==> src/rtl/ddrc_apb_reg_responder_pkg.sv <==
`default_nettype none
// ============================================================================
// Module   : ddrc_apb_resp_pkg
// Brief    : Register offsets, field positions and FSM encoding shared by the
//            DDRC APB register responder.
// Revision : 1.0 - initial release
// ============================================================================
package ddrc_apb_resp_pkg;

  localparam logic [31:0] CTRL_OFS = 32'h0000_0000;
  localparam logic [31:0] STAT_OFS = 32'h0000_0004;

  localparam int CTRL_RST_BIT   = 0;
  localparam int CTRL_START_BIT = 1;
  localparam int STAT_BUSY_BIT  = 0;
  localparam int STAT_DONE_BIT  = 1;

  typedef enum logic [1:0] {
    IDLE   = 2'd0,
    SETUP  = 2'd1,
    ACCESS = 2'd2
  } apb_state_e;

endpackage
`default_nettype wire

==> src/rtl/ddrc_apb_reg_responder_if.sv <==
`default_nettype none
// ============================================================================
// Module   : ddrc_apb_reg_responder_if
// Brief    : APB3 bus bundle; carries pstrb when APB_PSTRB_EN is defined.
// Revision : 1.0 - initial release
// ============================================================================
interface ddrc_apb_reg_responder_if #(
  parameter int ADDR_W = 12,
  parameter int DATA_W = 32
);
  logic              psel;
  logic              penable;
  logic              pwrite;
  logic [ADDR_W-1:0] paddr;
  logic [DATA_W-1:0] pwdata;
  logic [DATA_W-1:0] prdata;
  logic              pready;
  logic              pslverr;
`ifdef APB_PSTRB_EN
  logic [DATA_W/8-1:0] pstrb;

  modport master (output psel, penable, pwrite, paddr, pwdata, pstrb,
                  input  prdata, pready, pslverr);
  modport slave  (input  psel, penable, pwrite, paddr, pwdata, pstrb,
                  output prdata, pready, pslverr);
`else
  modport master (output psel, penable, pwrite, paddr, pwdata,
                  input  prdata, pready, pslverr);
  modport slave  (input  psel, penable, pwrite, paddr, pwdata,
                  output prdata, pready, pslverr);
`endif
endinterface
`default_nettype wire

==> src/rtl/ddrc_apb_reg_responder_init_timer.sv <==
`default_nettype none
// ============================================================================
// Module   : ddrc_init_timer
// Brief    : Init-done countdown with busy flag and sticky done flag.
// Revision : 1.0 - initial release
// ============================================================================
module ddrc_init_timer #(
  parameter int INIT_LATENCY = 16
) (
  input  logic pclk,
  input  logic preset,
  input  logic start,
  input  logic abort,
  output logic busy,
  output logic done
);

  localparam int LAT_EFF = (INIT_LATENCY < 1) ? 1 : INIT_LATENCY;
  localparam int CNT_W   = (LAT_EFF > 1) ? $clog2(LAT_EFF) : 1;

  logic [CNT_W-1:0] cnt_q, cnt_d;
  logic             busy_q, busy_d;
  logic             done_q, done_d;

  // abort has priority so a combined reset+start never launches a countdown
  always_comb begin
    cnt_d  = cnt_q;
    busy_d = busy_q;
    done_d = done_q;
    if (abort) begin
      cnt_d  = '0;
      busy_d = 1'b0;
      done_d = 1'b0;
    end else if (busy_q) begin
      if (cnt_q == '0) begin
        busy_d = 1'b0;
        done_d = 1'b1;
      end else begin
        cnt_d = cnt_q - 1'b1;
      end
    end else if (start) begin
      busy_d = 1'b1;
      cnt_d  = CNT_W'(LAT_EFF - 1);
    end
  end

  always_ff @(posedge pclk) begin
    if (preset) begin
      cnt_q  <= '0;
      busy_q <= 1'b0;
      done_q <= 1'b0;
    end else begin
      cnt_q  <= cnt_d;
      busy_q <= busy_d;
      done_q <= done_d;
    end
  end

  assign busy = busy_q;
  assign done = done_q;

endmodule
`default_nettype wire

==> src/rtl/ddrc_apb_reg_responder.sv <==
`default_nettype none
// ============================================================================
// Module   : ddrc_apb_reg_responder
// Brief    : APB3 completer modelling the DDRC config space, with wait states,
//            error response and an init handshake. Byte strobes: APB_PSTRB_EN.
// Revision : 1.0 - initial release
// ============================================================================
module ddrc_apb_reg_responder
  import ddrc_apb_resp_pkg::*;
#(
  parameter int ADDR_W       = 12,
  parameter int DATA_W       = 32,
  parameter int NUM_REGS     = 64,
  parameter int WAIT_CYCLES  = 1,
  parameter int INIT_LATENCY = 16
) (
  input  logic                      pclk,
  input  logic                      preset,
  ddrc_apb_reg_responder_if.slave   apb,
  output logic                      ddrc_rst_o,
  output logic                      init_busy,
  output logic                      init_done
);

  localparam int NBYTES = DATA_W / 8;
  localparam int IDX_W  = (NUM_REGS > 1) ? $clog2(NUM_REGS) : 1;
  localparam int WCNT_W = (WAIT_CYCLES > 0) ? $clog2(WAIT_CYCLES + 1) : 1;
  localparam logic [IDX_W-1:0] CTRL_IDX = IDX_W'(CTRL_OFS >> 2);
  localparam logic [IDX_W-1:0] STAT_IDX = IDX_W'(STAT_OFS >> 2);

  apb_state_e        state_q, state_d;
  logic [WCNT_W-1:0] wcnt_q, wcnt_d;
  logic [ADDR_W-1:0] addr_q, addr_d;
  logic [DATA_W-1:0] wdata_q, wdata_d;
  logic              write_q, write_d;
  logic [NBYTES-1:0] strb_q, strb_d;
  logic [DATA_W-1:0] prdata_q, prdata_d;
  logic [DATA_W-1:0] regs_q [NUM_REGS];
  logic [DATA_W-1:0] regs_d [NUM_REGS];

  logic [NBYTES-1:0] strb_in;
  logic [IDX_W-1:0]  idx;
  logic              addr_err;
  logic              complete;
  logic              take;
  logic              commit_wr;
  logic              ctrl_wr;
  logic              init_start;
  logic              init_abort;
  logic [DATA_W-1:0] status_word;
  logic [DATA_W-1:0] rd_word;

`ifdef APB_PSTRB_EN
  assign strb_in = apb.pstrb;
`else
  assign strb_in = '1;
`endif

  // full word index is range-checked so out-of-range addresses never alias
  assign idx      = addr_q[IDX_W+1:2];
  assign addr_err = (addr_q[1:0] != 2'b00) ||
                    ({{(34-ADDR_W){1'b0}}, addr_q[ADDR_W-1:2]} >= $unsigned(NUM_REGS));
  assign complete = (state_q == ACCESS) && (wcnt_q == '0);
  assign take     = apb.psel && !apb.penable && ((state_q == IDLE) || complete);

  assign commit_wr  = complete && write_q && !addr_err;
  assign ctrl_wr    = commit_wr && (idx == CTRL_IDX) && strb_q[0];
  assign init_start = ctrl_wr && wdata_q[CTRL_START_BIT] && !wdata_q[CTRL_RST_BIT];
  assign init_abort = ctrl_wr && wdata_q[CTRL_RST_BIT];

  always_comb begin
    status_word                = '0;
    status_word[STAT_BUSY_BIT] = init_busy;
    status_word[STAT_DONE_BIT] = init_done;
    rd_word = (idx == STAT_IDX) ? status_word : regs_q[idx];
  end

  always_comb begin
    state_d  = state_q;
    wcnt_d   = wcnt_q;
    addr_d   = addr_q;
    wdata_d  = wdata_q;
    write_d  = write_q;
    strb_d   = strb_q;
    prdata_d = '0;
    if (take) begin
      addr_d  = apb.paddr;
      wdata_d = apb.pwdata;
      write_d = apb.pwrite;
      strb_d  = strb_in;
    end
    case (state_q)
      IDLE:    if (take) state_d = SETUP;
      SETUP: begin
        if (!apb.psel) begin
          state_d = IDLE;
        end else begin
          state_d = ACCESS;
          wcnt_d  = WCNT_W'(WAIT_CYCLES);
        end
      end
      ACCESS: begin
        if (wcnt_q != '0) begin
          if (!apb.psel) state_d = IDLE;
          else           wcnt_d  = wcnt_q - 1'b1;
        end else begin
          state_d = take ? SETUP : IDLE;
        end
      end
      default: state_d = IDLE;
    endcase
    // load read data on the edge that opens the pready cycle
    if ((state_d == ACCESS) && (wcnt_d == '0) && !write_q && !addr_err)
      prdata_d = rd_word;
  end

  always_comb begin
    for (int i = 0; i < NUM_REGS; i++) regs_d[i] = regs_q[i];
    if (commit_wr && (idx != STAT_IDX)) begin
      for (int b = 0; b < NBYTES; b++)
        if (strb_q[b]) regs_d[idx][b*8 +: 8] = wdata_q[b*8 +: 8];
    end
    regs_d[CTRL_IDX][CTRL_START_BIT] = 1'b0;
  end

  always_ff @(posedge pclk) begin
    if (preset) begin
      state_q  <= IDLE;
      wcnt_q   <= '0;
      addr_q   <= '0;
      wdata_q  <= '0;
      write_q  <= 1'b0;
      strb_q   <= '0;
      prdata_q <= '0;
      for (int i = 0; i < NUM_REGS; i++) regs_q[i] <= '0;
      regs_q[CTRL_IDX][CTRL_RST_BIT] <= 1'b1;
    end else begin
      state_q  <= state_d;
      wcnt_q   <= wcnt_d;
      addr_q   <= addr_d;
      wdata_q  <= wdata_d;
      write_q  <= write_d;
      strb_q   <= strb_d;
      prdata_q <= prdata_d;
      for (int i = 0; i < NUM_REGS; i++) regs_q[i] <= regs_d[i];
    end
  end

  ddrc_init_timer #(
    .INIT_LATENCY (INIT_LATENCY)
  ) u_init_timer (
    .pclk   (pclk),
    .preset (preset),
    .start  (init_start),
    .abort  (init_abort),
    .busy   (init_busy),
    .done   (init_done)
  );

  assign apb.prdata  = prdata_q;
  assign apb.pready  = complete;
  assign apb.pslverr = complete && addr_err;
  assign ddrc_rst_o  = regs_q[CTRL_IDX][CTRL_RST_BIT];

endmodule
`default_nettype wire

==> src/flat_wrapper.sv <==
// flat-port wrapper written by rule: the top's interface ports become plain ports
module ddrc_apb_reg_responder_flat import ddrc_apb_resp_pkg::*;
#(
  parameter int ADDR_W       = 12,
  parameter int DATA_W       = 32,
  parameter int NUM_REGS     = 64,
  parameter int WAIT_CYCLES  = 1,
  parameter int INIT_LATENCY = 16
)
  (pclk, preset, ddrc_rst_o, init_busy, init_done, apb_psel, apb_penable, apb_pwrite, apb_paddr, apb_pwdata, apb_prdata, apb_pready, apb_pslverr);
  ddrc_apb_reg_responder_if #(.ADDR_W(ADDR_W), .DATA_W(DATA_W)) apb_i ();
  input  logic pclk;
  input  logic preset;
  output logic ddrc_rst_o;
  output logic init_busy;
  output logic init_done;
  input wire logic [$bits(apb_i.psel)-1:0] apb_psel;
  input wire logic [$bits(apb_i.penable)-1:0] apb_penable;
  input wire logic [$bits(apb_i.pwrite)-1:0] apb_pwrite;
  input wire logic [$bits(apb_i.paddr)-1:0] apb_paddr;
  input wire logic [$bits(apb_i.pwdata)-1:0] apb_pwdata;
  output wire logic [$bits(apb_i.prdata)-1:0] apb_prdata;
  output wire logic [$bits(apb_i.pready)-1:0] apb_pready;
  output wire logic [$bits(apb_i.pslverr)-1:0] apb_pslverr;
  assign apb_i.psel = apb_psel;
  assign apb_i.penable = apb_penable;
  assign apb_i.pwrite = apb_pwrite;
  assign apb_i.paddr = apb_paddr;
  assign apb_i.pwdata = apb_pwdata;
  assign apb_prdata = apb_i.prdata;
  assign apb_pready = apb_i.pready;
  assign apb_pslverr = apb_i.pslverr;
  ddrc_apb_reg_responder #(.ADDR_W(ADDR_W), .DATA_W(DATA_W), .NUM_REGS(NUM_REGS), .WAIT_CYCLES(WAIT_CYCLES), .INIT_LATENCY(INIT_LATENCY)) u_core (.pclk(pclk), .preset(preset), .apb(apb_i), .ddrc_rst_o(ddrc_rst_o), .init_busy(init_busy), .init_done(init_done));
endmodule
==> config.mk <==
export PLATFORM = sky130hd
export DESIGN_NAME = ddrc_apb_reg_responder_flat
export DESIGN_NICKNAME = d
export VERILOG_FILES = /design/src/rtl/ddrc_apb_reg_responder_pkg.sv /design/src/rtl/ddrc_apb_reg_responder_if.sv /design/src/rtl/ddrc_apb_reg_responder_init_timer.sv /design/src/rtl/ddrc_apb_reg_responder.sv /design/src/flat_wrapper.sv
export SDC_FILE = /design/constraint.sdc
export NUM_CORES = 2
export LEC_CHECK = 0
export CAP_MARGIN = 0
export CORE_MARGIN = 10
export CORE_UTILIZATION = 40
export CTS_CLUSTER_DIAMETER = 30
export DETAILED_ROUTE_END_ITERATION = 10
export PLACE_DENSITY = 0.56
export SKIP_LAST_GASP = 1
export SLEW_MARGIN = 15
export SYNTH_ARGS = -nofsm -noshare
export SYNTH_HDL_FRONTEND = slang
export SYNTH_SLANG_ARGS = --single-unit
==> constraint.sdc <==
create_clock -name pclk -period 3.6 [get_ports pclk]
set_input_delay 0.36 -clock pclk [delete_from_list [all_inputs] [get_ports pclk]]
set_output_delay 0.36 -clock pclk [all_outputs]
set_load 0.01 [all_outputs]
==> reports/results.ini <==
[yosys]
synth-edff-count=0
ys_seq_area_share_pct=47.51
yosys-top-cells-area=dfxtp_1 48%, nand2_1 18%, a21oi_1 12%
synth_top_cell_by_area=dfxtp_1
synthArstFlopShare_pct=0
yosys_warnings=0
synth_top_area_share_pct=47.51
synth_cells=10850
ys_ff_latch=2140
synthesis.area_sq_mm=0.09018
synth-main-ff-cell=dfxtp_1
synth_fp_nets=10910
avgSynthCellArea_sq_um=8.310
synth_cell_types=62

[sta]
maxSlewViolCount=0
finalSetupViolCount=0
finalCritPeriodShare_pct=99.51
period_needed_ps=3582
tns_ps=0
finClkSkew_ps=92.55
fmax_mhz=279.1
hold_viol=0
setup_ws_ps=17.66
slew-limit-headroom_pct=7.004
rsz0062_at_grt=no
tightest_slew_ps=1395

[setup_path]
worstPathArrival_ps=4510
cpMaxStageDelayCell=o22ai_1
required_ps=4530
crit_family=compound AO/OA/AOI/OAI gates
max_stage_delay_ps=1060
startpoint_type=register
critPathCaptureType=register
crit_type=register to register
crit_buf_inv=4
cpMostUsedCell=buf_12
path_max_fanout=43
path_cells=buf_12, buf_12, buf_12, buf_4, mux4_2, mux2i_1, o22ai_1, nor3_1, a21oi_1

[detailed_routing]
vias=82380
drcViolationCount=0
first_pass_iters=6
postRouteAntennaNets=0
vias_per_cell=5.792
routed_wl_um=372100
wire_per_inst_um=26.16
drt_first_iter_violations=10430

[power]
max-vdd-ir-drop_v=0.0004441
pwr-share-seq_pct=34.6
power_frac_comb_pct=3.2
switching_share_pct=22.31
p_sw_w=0.01563
p_leak_nw=35.71
clockPowerShare_pct=62.2
power.density_mw_per_mm2=629.6
internal-power_w=0.05443

[min_path]
min_path_type=primary input to register

[cells_and_area]
syn2layout_area_growth_pct=23.41
final_nets=10880
drive_above_1_share_pct=15.85
nFillCells=20460

[cts]
cts_setup_buffers=0
cts.path.max_buffers=4
numCtsBuffers=470
cts.clk_slew.worst_paths_ps=50
htreeDepth=5
insertion_delay_ps=1030
clock_sinks=2140
cts_tree=done
cts-root-buf=clkbuf_16

[die]
fp-row-count=174
die_height_um=494.8
core_sq_mm=0.2245
dieArea_sq_mm=0.2448
start_util_pct=40.18
pin_count=86
dieWidth_um=494.8

[placed_design]
io_buffers=85
gp_congestion=1.000
post-place-ws_ps=69.35
dpl.hpwl_um=226100

[global_route]
track_usage_pct=29.18
grt_use_met2_pct=43.60
grt_pass1_vias=78110
grt_pass1_wl_um=536800
met3_usage_pct=7.730
grt-ovfl-total=0
grt_max_degree=194
top_usage_layer=met2
antenna_found_initial=33
grt_util_met1_pct=36.97

[flow_run]
drv_cap=0

[status]
outcome=finished clean

repair_timing:
| item | in CTS | in global routing |
|---|---|---|
| hold endpoints to repair | 117 | 0 |
| resized for setup | 0 | 1 |
| endpoints found under the setup margin | 0 | 1 |
| hold buffers | 41 | 0 |
final timing paths:
| kind | end | cells after the start | slack [ps] | from |
|---|---|---|---|---|
| worst max register to register | u_core.apb.prdata[30] | 9 | 20 | register |
| worst min-delay path | register | 3 | 6 | apb_paddr[7] |
| worst max-delay path | u_core.apb.prdata[30] | 9 | 20 | register |
| worst min register to register | register | 2 | 450 | register |
worst min-delay path: cells and delay by family:
kind	cells	cell delay [ps]
AO/OA/AOI/OAI	1	90
AND/OR/NAND/NOR	1	110
buffers and inverters	1	390
Yosys cell counts (4+ instances only):
master    number
nand2_1     4213
a21oi_1     2142
dfxtp_1     2140
clkbuf_1     737
mux4_2       435
mux2i_1      205
buf_2        192
nor2_1       105
o22ai_1       90
buf_4         64
nor2b_1       60
a22oi_1       59
buf_1         44
nand2b_1      36
nand3_1       36
a22o_1        33
mux2_2        31
a31oi_1       18
a211oi_1      17
nor3_1        17
o21ai_0       17
o221ai_1      15
buf_6         14
a221oi_1      13
and4_1        13
nand4_1        9
and2_1         8
inv_1          8
or3_1          8
nor2_4         7
and3_1         6
ha_1           6
or2_2          5
nand3b_1       4
nor4_1         4
o211a_1        4
per-layer routing:
layer,vias up,part of all wire (%)
met5,-,0.021
met4,12,7.3
met3,1113,10
met2,4672,44
met1,40080,39
li1,36500,-
stage by stage:
step           std cells  power, W  cell area (sq um)  hold WS [ps]  utilization (%)
2_1_floorplan      10850   0.02570              90180         431.8                -
6_report           14220   0.07007             111300         6.465            49.58
3_3_place_gp       13300   0.02676              94580         438.0            42.14
5_1_grt            14190   0.07162             111200        -1.303            49.55
3_5_place_dp       13300   0.02677              94580         443.1            42.14
4_1_cts            14190   0.07023             111200         3.228            49.54
cells by family after synthesis:
logic type,synth area share (%)
xor+xnor,0.009714
mux,13.53
compound gates,14.14
fa+ha+maj,0.08324
buf+inv,5.088
simple gates,19.65
flops,47.51
layout make-up:
cell class              count  area, sq um  area share (%)
flip-flops and latches   2140        42950           38.60
multi-input cells        7650        42920           38.57
clock buffers             635        13310           11.96
repair buffers            551         5358           4.814
well taps                2992         3744           3.364
clock inverters           212         2890           2.597
diodes                     34        85.08         0.07645
inverters                   8        30.03         0.02698
power groups by stage:
stage,sequential (W),combinational [W],clock (W)
5_1_grt,0.0242,0.00227,0.0451
4_1_cts,0.0242,0.00214,0.0439
6_report,0.0243,0.00221,0.0436
2_1_floorplan,0.0243,0.00145,0
3_5_place_dp,0.0247,0.00210,0
3_3_place_gp,0.0247,0.00210,0
placed cells by master, fill, tap and decap left out, types with 71 or more instances in the layout:
cell,instances
clkbuf_1,79
clkbuf_8,80
clkdlybuf4s50_1,84
o22ai_1,90
clkbuf_16,476
mux4_2,435
dfxtp_1,2102
mux2i_1,205
buf_12,71
buf_4,354
nand2_1,4213
clkinv_2,76
a21oi_1,2142
(Power assumes the default switching activity.)
